$ cat config.mk
export PLATFORM = sky130hd
export DESIGN_NAME = machine_control
export DESIGN_NICKNAME = d
export VERILOG_FILES = /design/src/rtl/machine_control_pkg.sv /design/src/rtl/machine_control_trap_priority_enc.sv /design/src/rtl/machine_control.sv
export SDC_FILE = /design/constraint.sdc
export NUM_CORES = 1
export LEC_CHECK = 0
export BUFFER_PORTS_ARGS = -buffer_cell sky130_fd_sc_hd__clkbuf_2
export CAP_MARGIN = 20
export CORE_AREA = 4 4 51 53
export CTS_BUF_LIST = sky130_fd_sc_hd__clkbuf_16
export DETAILED_ROUTE_END_ITERATION = 6
export DIE_AREA = 0 0 55 57
export GPL_TIMING_DRIVEN = 1
export HOLD_SLACK_MARGIN = 0.1
export PLACE_DENSITY = 0.62
export SLEW_MARGIN = 20
export SYNTH_ARGS = -nofsm -noshare
export SYNTH_HDL_FRONTEND = slang
export SYNTH_SLANG_ARGS = --single-unit
export TNS_END_PERCENT = 1
$ cat constraint.sdc
create_clock -name clk_in -period 4 [get_ports clk_in]
set_input_delay 0.6 -clock clk_in [delete_from_list [all_inputs] [get_ports clk_in]]
set_output_delay 0.6 -clock clk_in [all_outputs]
set_load 0.01 [all_outputs]
$ cat src/rtl/machine_control_pkg.sv
// Shared definitions for the M-mode trap/interrupt sequencer: FSM state
// encodings, mcause codes, next-PC source codes and the trap request record.
// Optional feature macro: MACHINE_CONTROL_WFI_EN adds STATE_WFI.
package machine_control_pkg;

    // FSM states; STATE_WFI exists only when WFI support is built in
    typedef enum logic [2:0] {
        STATE_RESET       = 3'd0,
        STATE_OPERATING   = 3'd1,
        STATE_TRAP_TAKEN  = 3'd2,
        STATE_TRAP_RETURN = 3'd3
`ifdef MACHINE_CONTROL_WFI_EN
        ,
        STATE_WFI         = 3'd4
`endif
    } state_t;

    // Interrupt cause codes (i_or_e = 1)
    localparam logic [3:0] CAUSE_MEI = 4'd11;
    localparam logic [3:0] CAUSE_MSI = 4'd3;
    localparam logic [3:0] CAUSE_MTI = 4'd7;

    // Exception cause codes (i_or_e = 0)
    localparam logic [3:0] CAUSE_INSTR_MISALIGNED = 4'd0;
    localparam logic [3:0] CAUSE_ILLEGAL_INSTR    = 4'd2;
    localparam logic [3:0] CAUSE_BREAKPOINT       = 4'd3;
    localparam logic [3:0] CAUSE_LOAD_MISALIGNED  = 4'd4;
    localparam logic [3:0] CAUSE_STORE_MISALIGNED = 4'd6;
    localparam logic [3:0] CAUSE_ECALL_M          = 4'd11;

    // Next-PC source selection driven to fetch
    localparam logic [1:0] PC_SRC_BOOT = 2'b00;
    localparam logic [1:0] PC_SRC_MEPC = 2'b01;
    localparam logic [1:0] PC_SRC_TRAP = 2'b10;
    localparam logic [1:0] PC_SRC_NEXT = 2'b11;

    // Result of the priority encoder: winning trap, if any
    typedef struct packed {
        logic       take;
        logic       i_or_e;
        logic [3:0] cause;
    } trap_req_t;

    // True when the winning trap is one of the three misaligned exceptions
    function automatic logic is_misaligned_exc(input trap_req_t req);
        logic mis_code;
        mis_code = (req.cause == CAUSE_INSTR_MISALIGNED) ||
                   (req.cause == CAUSE_LOAD_MISALIGNED)  ||
                   (req.cause == CAUSE_STORE_MISALIGNED);
        return req.take & ~req.i_or_e & mis_code;
    endfunction

endpackage

$ cat src/rtl/machine_control_trap_priority_enc.sv
// Combinational trap priority encoder: picks the highest-priority pending
// interrupt or exception and returns {take, i_or_e, cause}.
// Interrupts are gated by the global mstatus.MIE bit; exceptions are not.
module trap_priority_enc
    import machine_control_pkg::*;
(
    input  logic      mie_i,
    input  logic      meie_i,
    input  logic      mtie_i,
    input  logic      msie_i,
    input  logic      meip_i,
    input  logic      mtip_i,
    input  logic      msip_i,
    input  logic      misaligned_instr_i,
    input  logic      illegal_instr_i,
    input  logic      ebreak_i,
    input  logic      ecall_i,
    input  logic      misaligned_load_i,
    input  logic      misaligned_store_i,
    output trap_req_t req_o
);

    logic irq_mei;
    logic irq_msi;
    logic irq_mti;

    assign irq_mei = mie_i & meie_i & meip_i;
    assign irq_msi = mie_i & msie_i & msip_i;
    assign irq_mti = mie_i & mtie_i & mtip_i;

    // Fixed priority chain: MEI > MSI > MTI > exceptions in architectural order
    always_comb begin
        req_o = '0;
        if (irq_mei) begin
            req_o = '{take: 1'b1, i_or_e: 1'b1, cause: CAUSE_MEI};
        end else if (irq_msi) begin
            req_o = '{take: 1'b1, i_or_e: 1'b1, cause: CAUSE_MSI};
        end else if (irq_mti) begin
            req_o = '{take: 1'b1, i_or_e: 1'b1, cause: CAUSE_MTI};
        end else if (misaligned_instr_i) begin
            req_o = '{take: 1'b1, i_or_e: 1'b0, cause: CAUSE_INSTR_MISALIGNED};
        end else if (illegal_instr_i) begin
            req_o = '{take: 1'b1, i_or_e: 1'b0, cause: CAUSE_ILLEGAL_INSTR};
        end else if (ebreak_i) begin
            req_o = '{take: 1'b1, i_or_e: 1'b0, cause: CAUSE_BREAKPOINT};
        end else if (ecall_i) begin
            req_o = '{take: 1'b1, i_or_e: 1'b0, cause: CAUSE_ECALL_M};
        end else if (misaligned_load_i) begin
            req_o = '{take: 1'b1, i_or_e: 1'b0, cause: CAUSE_LOAD_MISALIGNED};
        end else if (misaligned_store_i) begin
            req_o = '{take: 1'b1, i_or_e: 1'b0, cause: CAUSE_STORE_MISALIGNED};
        end
    end

endmodule

$ cat src/rtl/machine_control.sv
// M-mode trap/interrupt sequencer. Drives the CSR file's trap-side controls
// and selects the next-PC source for fetch. Trap/MRET pulses are produced
// combinationally in the same cycle the instruction reaches the boundary;
// the FSM then spends one cycle redirecting fetch (trap vector or mepc).
// Optional feature macro: MACHINE_CONTROL_WFI_EN adds wfi_in and STATE_WFI.
module machine_control
    import machine_control_pkg::*;
#(
    parameter int BOOT_HOLD_CYCLES = 1  // 1..15 cycles in STATE_RESET
) (
    input  logic       clk_in,
    input  logic       rst_n_in,
    input  logic       instr_valid_in,
    input  logic       stall_in,
    input  logic       illegal_instr_in,
    input  logic       misaligned_instr_in,
    input  logic       misaligned_load_in,
    input  logic       misaligned_store_in,
    input  logic       ecall_in,
    input  logic       ebreak_in,
    input  logic       mret_in,
    input  logic       mie_in,
    input  logic       meie_in,
    input  logic       mtie_in,
    input  logic       msie_in,
    input  logic       meip_in,
    input  logic       mtip_in,
    input  logic       msip_in,
`ifdef MACHINE_CONTROL_WFI_EN
    input  logic       wfi_in,
`endif
    output logic       i_or_e_out,
    output logic [3:0] cause_out,
    output logic       set_cause_out,
    output logic       set_epc_out,
    output logic       mie_clear_out,
    output logic       mie_set_out,
    output logic       instret_inc_out,
    output logic [1:0] pc_src_out,
    output logic       flush_out,
    output logic       misaligned_exc_out
);

    // Last boot-counter value before fetch is released
    localparam logic [3:0] BOOT_LAST = 4'(BOOT_HOLD_CYCLES - 1);

    state_t     state_q;
    state_t     state_d;
    logic [3:0] boot_cnt_q;
    logic [3:0] boot_cnt_d;

    trap_req_t  trap_req;
    logic       decide;

    trap_priority_enc u_prio (
        .mie_i              (mie_in),
        .meie_i             (meie_in),
        .mtie_i             (mtie_in),
        .msie_i             (msie_in),
        .meip_i             (meip_in),
        .mtip_i             (mtip_in),
        .msip_i             (msip_in),
        .misaligned_instr_i (misaligned_instr_in),
        .illegal_instr_i    (illegal_instr_in),
        .ebreak_i           (ebreak_in),
        .ecall_i            (ecall_in),
        .misaligned_load_i  (misaligned_load_in),
        .misaligned_store_i (misaligned_store_in),
        .req_o              (trap_req)
    );

    // A boundary decision is made only for a valid, unstalled instruction
    assign decide = instr_valid_in & ~stall_in;

`ifdef MACHINE_CONTROL_WFI_EN
    // Wake-up ignores the global MIE bit: a pending enabled source is enough
    logic wfi_wake;
    assign wfi_wake = (meip_in & meie_in) | (msip_in & msie_in) | (mtip_in & mtie_in);
`endif

    // Next-state, boot counter and output decode
    always_comb begin
        state_d            = state_q;
        boot_cnt_d         = boot_cnt_q;
        i_or_e_out         = 1'b0;
        cause_out          = 4'd0;
        set_cause_out      = 1'b0;
        set_epc_out        = 1'b0;
        mie_clear_out      = 1'b0;
        mie_set_out        = 1'b0;
        instret_inc_out    = 1'b0;
        pc_src_out         = PC_SRC_NEXT;
        flush_out          = 1'b0;
        misaligned_exc_out = 1'b0;

        unique case (state_q)
            STATE_RESET: begin
                // Boot hold runs regardless of stall; fetch is held at the boot vector
                pc_src_out = PC_SRC_BOOT;
                flush_out  = 1'b1;
                boot_cnt_d = boot_cnt_q + 4'd1;
                if (boot_cnt_q == BOOT_LAST) begin
                    state_d = STATE_OPERATING;
                end
            end

            STATE_OPERATING: begin
                pc_src_out = PC_SRC_NEXT;
                if (decide) begin
                    if (trap_req.take) begin
                        // Trap beats MRET: no mie_set, no retire
                        i_or_e_out         = trap_req.i_or_e;
                        cause_out          = trap_req.cause;
                        set_cause_out      = 1'b1;
                        set_epc_out        = 1'b1;
                        mie_clear_out      = 1'b1;
                        flush_out          = 1'b1;
                        misaligned_exc_out = is_misaligned_exc(trap_req);
                        state_d            = STATE_TRAP_TAKEN;
                    end else if (mret_in) begin
                        mie_set_out     = 1'b1;
                        flush_out       = 1'b1;
                        instret_inc_out = 1'b1;
                        state_d         = STATE_TRAP_RETURN;
                    end else begin
                        instret_inc_out = 1'b1;
`ifdef MACHINE_CONTROL_WFI_EN
                        if (wfi_in) begin
                            state_d = STATE_WFI;
                        end
`endif
                    end
                end
            end

            STATE_TRAP_TAKEN: begin
                // Redirect fetch to the trap vector for one unstalled cycle
                pc_src_out = PC_SRC_TRAP;
                if (!stall_in) begin
                    flush_out = 1'b1;
                    state_d   = STATE_OPERATING;
                end
            end

            STATE_TRAP_RETURN: begin
                // Redirect fetch to mepc for one unstalled cycle
                pc_src_out = PC_SRC_MEPC;
                if (!stall_in) begin
                    flush_out = 1'b1;
                    state_d   = STATE_OPERATING;
                end
            end

`ifdef MACHINE_CONTROL_WFI_EN
            STATE_WFI: begin
                // Keep the pipeline empty until an enabled source is pending
                pc_src_out = PC_SRC_NEXT;
                if (!stall_in) begin
                    flush_out = 1'b1;
                    if (wfi_wake) begin
                        state_d = STATE_OPERATING;
                    end
                end
            end
`endif

            default: begin
                pc_src_out = PC_SRC_BOOT;
                flush_out  = 1'b1;
                state_d    = STATE_RESET;
                boot_cnt_d = 4'd0;
            end
        endcase
    end

    // State and boot counter registers, cleared asynchronously
    always_ff @(posedge clk_in or negedge rst_n_in) begin
        if (!rst_n_in) begin
            state_q    <= STATE_RESET;
            boot_cnt_q <= 4'd0;
        end else begin
            state_q    <= state_d;
            boot_cnt_q <= boot_cnt_d;
        end
    end

endmodule

==> results of run 1 <==
==> final timing paths <==
path / start / to / slack (ps) / cells past startpoint
worst max-delay path: ecall_in / flush_out / 1680 / 6
worst min-delay path: rst_n_in / boot_cnt_q[2] / 190 / 1
worst max register to register: state_q[0] / state_q[0] / 2430 / 6
worst min register to register: boot_cnt_q[3] / boot_cnt_q[3] / 470 / 1
max in group asynchronous: rst_n_in / boot_cnt_q[1] / 3660 / 1
min in group clk_in: boot_cnt_q[3] / boot_cnt_q[3] / 470 / 1
==> final cells by class <==
| type | instances | area (um^2) |
|---|---|---|
| multi-input cells | 59 | 385 |
| inverters | 7 | 26.3 |
| clock buffers | 3 | 75.1 |
| repair buffers | 31 | 155 |
| flip-flops and latches | 6 | 150 |
| fillers | 232 | 1320 |
| well taps | 28 | 35.0 |
==> through the flow <==
stage | worst slack [ps] | instance area [um^2]
CTS | 1670 | 827
global placement | 1710 | 752
detailed placement | 1680 | 752
floorplan | 1940 | 582
finish | 1680 | 827
global route | 1560 | 827
==> worst register-to-register path, stage by stage (launching register included) <==
cell	delay, ps
dfrtp_1	400
inv_1	100
ha_1	300
inv_1	90
o21ai_0	330
a21oi_1	80
a2bb2oi_1	140
==> kinds of logic (layout without fill, tap and decap cells) <==
| kind of cell | after synthesis | in the layout |
|---|---|---|
| buffers and inverters | 10 | 41 |
| AO/OA/AOI/OAI | 18 | 18 |
| adder cells (fa/ha/maj) | 6 | 6 |
| flip-flops | 6 | 6 |
| AND/OR/NAND/NOR | 32 | 32 |
| XOR/XNOR | 3 | 3 |
==> layer usage <==
| layer | track usage, % | routed length, um | up-vias |
|---|---|---|---|
| met3 | 3.13 | 152 | 3 |
| li1 | - | - | 318 |
| met1 | 10.1 | 632 | 264 |
| met5 | 0 | 0 | - |
| met2 | 14.5 | 586 | 28 |
| met4 | 4.17 | 19 | 0 |
==> cells in the mapped netlist, types with 2 or more instances <==
master,count
nand2b_1,2
a21oi_1,5
buf_4,2
nand2_1,7
nor2b_1,2
nand3_1,3
xnor2_1,2
and2_1,3
nand4_1,2
inv_1,7
dfrtp_1,6
o21ai_0,7
nor2_1,8
nor3_1,2
ha_1,6
==> sequential cells by signal, summed over array words and instances, names as in the netlist <==
name	count
state_q	2
boot_cnt_q	4
==> report_power, final <==
group          internal [uW]  switching [uW]  total (uW)
registers               90.4            26.8         117
clock network            128            34.2         163
logic                   87.6             109         197
==> impl_metrics.ini, run 1 <==
[logic_synthesis]
ys_seq_elements = 6
synth.net_count = 99
synth_flop_cell = dfrtp_1
avgSynthCellArea_um2 = 7.76
synthMuxAreaShare_pct = 0
synth_area_um2 = 582
synth_top_family_by_area = simple AND/OR/NAND/NOR gates
synth-adder-area-share_pct = 12.9
ys_warn_count = 0
yosys-top-cells-area = dfrtp_1, ha_1, o21ai_0, nor2_1, inv_1
synth-compound-area-share_pct = 19.1
synthCells = 75
ys_seq_area_share_pct = 25.8
synth_edf_count = 0
synth_async_sr_flop_share_pct = 100
synth_simple_gate_area_share_pct = 29.7
synth_top_area_share_pct = 25.8
ys_types = 26
synth-xor-area-share_pct = 4.52
synth_top_area_cell = dfrtp_1

[setup_path]
cpMostUsedCell = clkbuf_2
cp_cell_sequence = clkbuf_2, nor4_4, o2111ai_2, o21ai_1, o211ai_1, clkbuf_2
cp_slowest_cell = nor4_4
worst-path-buf-inv = 2
cp.required_ps = 3400
critPathCaptureType = output port
crit_family = compound AO/OA/AOI/OAI gates
cpPeakStageDelay_ps = 320
critPathKind = in2out
worstPathMaxFanout = 4
cp_data_arrival_time_ps = 1720
start_kind = input port

[clock_network]
worst_setup_hold_path_clk_slew_ps = 30
h-tree-depth = 1
clk_path_buf_depth = 2
cts_setup_buffers = 0
cts-root-buf = clkbuf_16
cts_hold_buf = 0
worstSkewPairLatency_ps = 230
cts_buffers = 3
cts_tree = done
cts_sinks = 6
ctsResizeCount = 0

[floorplan]
start_util_pct = 27.1
die_area_um2 = 3140
ioPinCount = 32
coreArea_um2 = 2150
rows = 17
die_w_um = 55
die_y_um = 57

[global_route]
gr-total-overflow = 0
track_usage_pct = 8.92
grt_max_degree = 8
grt_pass1_vias = 545
grt_pass1_wl_mm = 2.08
antenna_found_initial = 0

[power]
p_leak_uw = 0.000418
vdd_drop_max_mv = 0.401
power_density_nw_per_um2 = 576
p_total_uw = 477

[sta]
finalMaxSlewViolations = 0
setup_viol = 0
fin_hold_ws_ps = 189
finalHoldViolations = 0
skew_ps = 1.35
max_freq_mhz = 431
post-route-min-period_ps = 2320
fin_setup_tns_ps = 0
slew_headroom_pct = 76.2
post-route-period-util_pct = 58.0
tightest_slew_ps = 353
rsz0062_at_grt = false

[routing]
wl_per_cell_um = 10.4
drtAntennaViolNets = 0
viasPerCell = 4.57
vias = 613
first_iter_violations = 9
first_pass_iters = 4
drt-total-wl_mm = 1.39
drc = 0

[status]
status = completed

[hold_path]
worstHoldPathType = in2async

[final_layout]
mostFrequentLayoutCells = clkbuf_2, nor2_1, inv_1, o21ai_0, nand2_1
utilization_pct = 38.5
final_nets = 132
synthToLayoutAreaGrowth_pct = 42.2
stdcell_count = 134
layout-drive-gt1-share_pct = 34.9
final_common_cell = clkbuf_2
diodes = 0

[place]
io_buffers = 31
gp_congestion = 0.711
dpl.cell_count = 131
hpwl_mm = 1.19

[job]
maxCapViolations = 0
Power figures use the tool's default switching activity.
==> run 2, diff against run 1 <==
Settings changed: PLACE_DENSITY 0.62 to 0.64.
Clock period 4 ns to 1.9 ns, I/O delays scaled along.
==> impl_metrics.ini, run 2 (synthesis gave the netlist of run 1 again) <==
[final_layout]
reg.largest.list = boot_cnt_q x4, state_q x2
largest_reg_flops = 4
layout-drive-gt1-share_pct = 39.3
final_nets = 133
diodes = 0
fin_area_um2 = 860
top_register = boot_cnt_q
final_common_cell = clkbuf_2
synthToLayoutAreaGrowth_pct = 47.7
mostFrequentLayoutCells = clkbuf_2, nor2_1, o21ai_0

[sta]
finalMaxSlewViolations = 0
post-route-period-util_pct = 90.6
max_freq_mhz = 581
finalHoldViolations = 0
skew_ps = 0.683
fin_setup_tns_ps = 0
post-route-min-period_ps = 1720
slew_headroom_pct = 76.8
tightest_slew_ps = 345
setup_viol = 0
rsz0062_at_grt = false

[clock_network]
worst_setup_hold_path_clk_slew_ps = 30
cts-root-buf = clkbuf_16
h-tree-depth = 1
cts_tree = done
worstSkewPairLatency_ps = 230
clk_path_buf_depth = 2
cts_sinks = 6
cts_buffers = 3

[setup_path]
cp_data_arrival_time_ps = 1440
start_kind = flop
critPathCaptureType = output port
cp.required_ps = 1620
r2r_slack_ps = 310
critPathKind = reg2out
worstPathMaxFanout = 5

[global_route]
track_usage_pct = 10.1
gr-total-overflow = 0
antenna_found_initial = 0
grt_pass1_vias = 571
grt_max_degree = 8
grt_pass1_wl_mm = 2.35

[routing]
wl_met2_um = 655
drc = 0
dr_wl_met3_um = 189
first_iter_violations = 5
wl_met1_um = 587
viasPerCell = 4.60
drt-total-wl_mm = 1.44
routed.top_layer = met4
wl_per_cell_um = 10.7
vias = 621
drtAntennaViolNets = 0
first_pass_iters = 4

[hold_path]
worstHoldPathType = in2async

[place]
hpwl_mm = 1.22
gp_congestion = 0.743
io_buffers = 31
place_area_um2 = 752

[power]
p_leak_uw = 0.000426
p_clk_share_pct = 32.6
power_density_nw_per_um2 = 1200
p_sw_share_pct = 35.6
seq_power_share_pct = 24.6
p_int_uw = 664
vdd_drop_max_mv = 0.757
switching_power_uw = 367
p_comb_share_pct = 42.8

[floorplan]
start_util_pct = 27.1
die_y_um = 57
ioPinCount = 32
rows = 17
coreArea_um2 = 2150
die_w_um = 55
die_area_um2 = 3140

[job]
maxCapViolations = 0

[status]
status = completed
[run 2: cell count changes in the layout (fill, tap and decap cells not counted), sizes merged]
cell	before	now
buf	0	1
clkbuf	34	33
dlygate4sd3	0	1
[run 2: power groups by stage]
stage                     Clock (uW)  Sequential [uW]  Combinational (uW)
final                            335              254                 441
after global routing             357              269                 513
after CTS                        345              249                 432
after detailed placement           0              249                 421
after global placement             0              247                 414
after floorplan                    0              236                 299
[run 2: area by class of cell]
type	count	area (um^2)
Timing Repair Buffer	32	165
Fill cell	227	1290
Inverter	7	26.3
Tap cell	28	35.0
Multi-Input combinational cell	59	408
Clock buffer	3	75.1
Sequential cell	6	150
[run 2: path summary, 6_finish.rpt]
check                               from                  to  cells after the start
max                           state_q[1]  misaligned_exc_out                      6
min                             rst_n_in       boot_cnt_q[0]                      2
max reg2reg                   state_q[0]          state_q[0]                      6
min reg2reg                boot_cnt_q[3]       boot_cnt_q[3]                      1
max in group asynchronous       rst_n_in          state_q[1]                      2
min in group clk_in              mret_in          state_q[0]                      4
[run 2: timing repair]
action / in CTS / in global routing
resized for setup: 2 / 5
setup buffers: 0 / 0
hold buffers: 1 / 0
hold endpoints to repair: 6 / 0
pin swaps: 0 / 1
endpoints found under the setup margin: 1 / 6
[run 2: stage by stage]
stage               power [uW]  setup WS, ps  utilization, %  std cells  hold WS (ps)
floorplan                  535           401               -         75         -10.6
global placement           661           244            35.0        131           117
detailed placement         670           219            35.0        131           117
CTS                       1030          27.1            39.3        135           417
global route              1140          45.1            40.0        135           451
finish                    1030           179            40.0        135           424
[run 2: per-layer routing]
layer,global-route usage [%],up-vias
met5,0,-
met2,16.9,31
met3,3.39,2
met1,11.3,268
met4,4.17,0
li1,-,320
[run 2: critical path, stage by stage, from the launching register on]
cell and delay [ps]:
dfrtp_1 410, inv_2 90, ha_4 150, and2_4 150, nand2_2 80, nor3_2 180
buf_2 160
==> run 3, diff against run 2 <==
Settings changed: CORE_AREA 4 4 51 53 to 4 4 55 57, DIE_AREA 0 0 55 57 to 0 0 59 61, PLACE_DENSITY 0.64 to 0.51, SYNTH_HIERARCHICAL set to 1.
==> impl_metrics.ini, run 3 <==
[setup_path]
cpPeakStageDelay_ps = 360
cp_cell_sequence = clkbuf_2, nor4_2, o21ai_1, a22oi_1, nand2b_1, and3_1, clkbuf_2
startpoint = misaligned_instr_in
critPathCaptureType = output port
cp.required_ps = 1620
start_kind = input port
reg2reg_from = state_q[0]
ff2ff_path_depth = 5
worstPathMaxFanout = 4
worst-path-buf-inv = 2
cpMostUsedCell = clkbuf_2
cp.depth = 7
crit_family = simple AND/OR/NAND/NOR gates
critPathKind = in2out
cp_slowest_cell = nor4_2
cp_data_arrival_time_ps = 1510

[logic_synthesis]
synth_edf_count = 0
synth_async_sr_flop_share_pct = 100
ys_seq_elements = 6
ys_seq_area_share_pct = 22.0
synth_top_area_cell = dfrtp_1
synth.net_count = 107
synth_top_area_share_pct = 22.0
synth_flop_cell = dfrtp_1
synth_most_common_cell = inv_1
synth_commonest_cells = inv_1, ha_1, and2_1, dfrtp_1
ys_warn_count = 6
yosys-top-cells-area = dfrtp_1, ha_1, and2_1, inv_1, nand3_1
ys_types = 39
synth_area_um2 = 682
synthCells = 82
avgSynthCellArea_um2 = 8.32

[global_route]
grt_max_degree = 9
gr-total-overflow = 0
grt_pass1_wl_mm = 2.83
antenna_found_initial = 0
grt_pass1_vias = 712
track_usage_pct = 10.3

[sta]
post-route-period-util_pct = 94.6
finalHoldViolations = 0
max_freq_mhz = 556
finalMaxSlewViolations = 0
slew_headroom_pct = 74.4
setup_viol = 0
rsz0062_at_grt = true
fin_setup_tns_ps = 0
fin_hold_ws_ps = 417
tightest_slew_ps = 374
post-route-min-period_ps = 1800
skew_ps = 2.29
setup_ws_ps = 102

[floorplan]
ioPinCount = 32
die_w_um = 59
die_area_um2 = 3600
start_util_pct = 27.5
coreArea_um2 = 2480
rows = 18
die_y_um = 61

[clock_network]
cts_tree = done
h-tree-depth = 1
cts_buffers = 3
clk_path_buf_depth = 2
worstSkewPairLatency_ps = 230
cts-root-buf = clkbuf_16
cts_sinks = 6
worst_setup_hold_path_clk_slew_ps = 30

[final_layout]
final_nets = 144
final_common_cell = clkbuf_2
diodes = 0
largest_reg_flops = 4
utilization_pct = 39.5
mostFrequentLayoutCells = clkbuf_2, inv_1, and2_1, ha_1, dfrtp_1
layout-drive-gt1-share_pct = 40.2
synthToLayoutAreaGrowth_pct = 43.5
top_register = boot_cnt_q
reg.largest.list = boot_cnt_q x4, state_q x2

[routing]
first_pass_iters = 2
first_iter_violations = 13
vias = 713
wl_per_cell_um = 11.4
viasPerCell = 4.85
drtAntennaViolNets = 0
drc = 0
drt-total-wl_mm = 1.67

[hold_path]
worstHoldPathType = in2async

[place]
gp_congestion = 0.792
io_buffers = 31
pre_cts_ws_ps = 3.60
hpwl_mm = 1.42

[power]
vdd_drop_max_mv = 0.745
p_total_uw = 1010
power_density_nw_per_um2 = 1040
p_leak_uw = 0.000503

[job]
maxCapViolations = 0

[status]
status = completed
==> run 3: cell count changes after synthesis, sizes merged, moves of 2 or more <==
cell	before	now
xnor2	2	0
a21oi	5	1
nand4	2	0
inv	7	10
nand2	7	4
nor2	9	4
or2	0	2
and2	3	6
a211oi	0	3
==> run 3: routing by layer <==
metal  track usage, %  wire [um]
met5                0          0
met1             12.8        744
met3             2.34        182
met2             16.6        717
met4             5.83         29
==> run 3: cell type report <==
cell class	count	area, um^2
fillers	265	1500
well taps	30	37.5
repair buffers	35	188
flip-flops and latches	6	150
multi-input cells	63	490
clock buffers	3	75.1
inverters	10	37.5
==> run 3: report_power, final <==
part	switching [uW]	internal [uW]	leakage, uW	total [uW]
Combinational	262	218	0.000388	480
Clock	69.0	270	0.0000370	339
Sequential	34.1	160	0.0000783	194
==> run 3: kinds of logic after synthesis <==
group	after synthesis	share of synthesized area (%)
AO/OA/AOI/OAI	23	24.8
adder cells (fa/ha/maj)	7	12.8
buffers and inverters	13	9.36
flip-flops	6	22.0
multiplexers	1	1.47
AND/OR/NAND/NOR	32	29.5
==> run 3: what timing repair did <==
item | CTS | global route
pin swaps | 1 | 1
resized for setup | 2 | 4
buffers inserted | 1 | 0
hold endpoints to repair | 6 | 0
setup endpoints to repair | 9 | 11
hold buffers | 1 | 0
==> run 3: worst paths after layout <==
check / to / slack, ps
worst min-delay path: state_q[0] / 420
max in group asynchronous: boot_cnt_q[2] / 1330
min in group clk_in: state_q[0] / 480
worst max register to register: state_q[1] / 340
worst max-delay path: misaligned_exc_out / 100
worst min register to register: state_q[1] / 570
==> run 3: per-stage QoR <==
| stage | cells | cell area (um^2) |
|---|---|---|
| after CTS | 147 | 960 |
| final | 147 | 978 |
| after detailed placement | 142 | 863 |
| after global routing | 147 | 978 |
| after floorplan | 82 | 682 |
| after global placement | 142 | 863 |
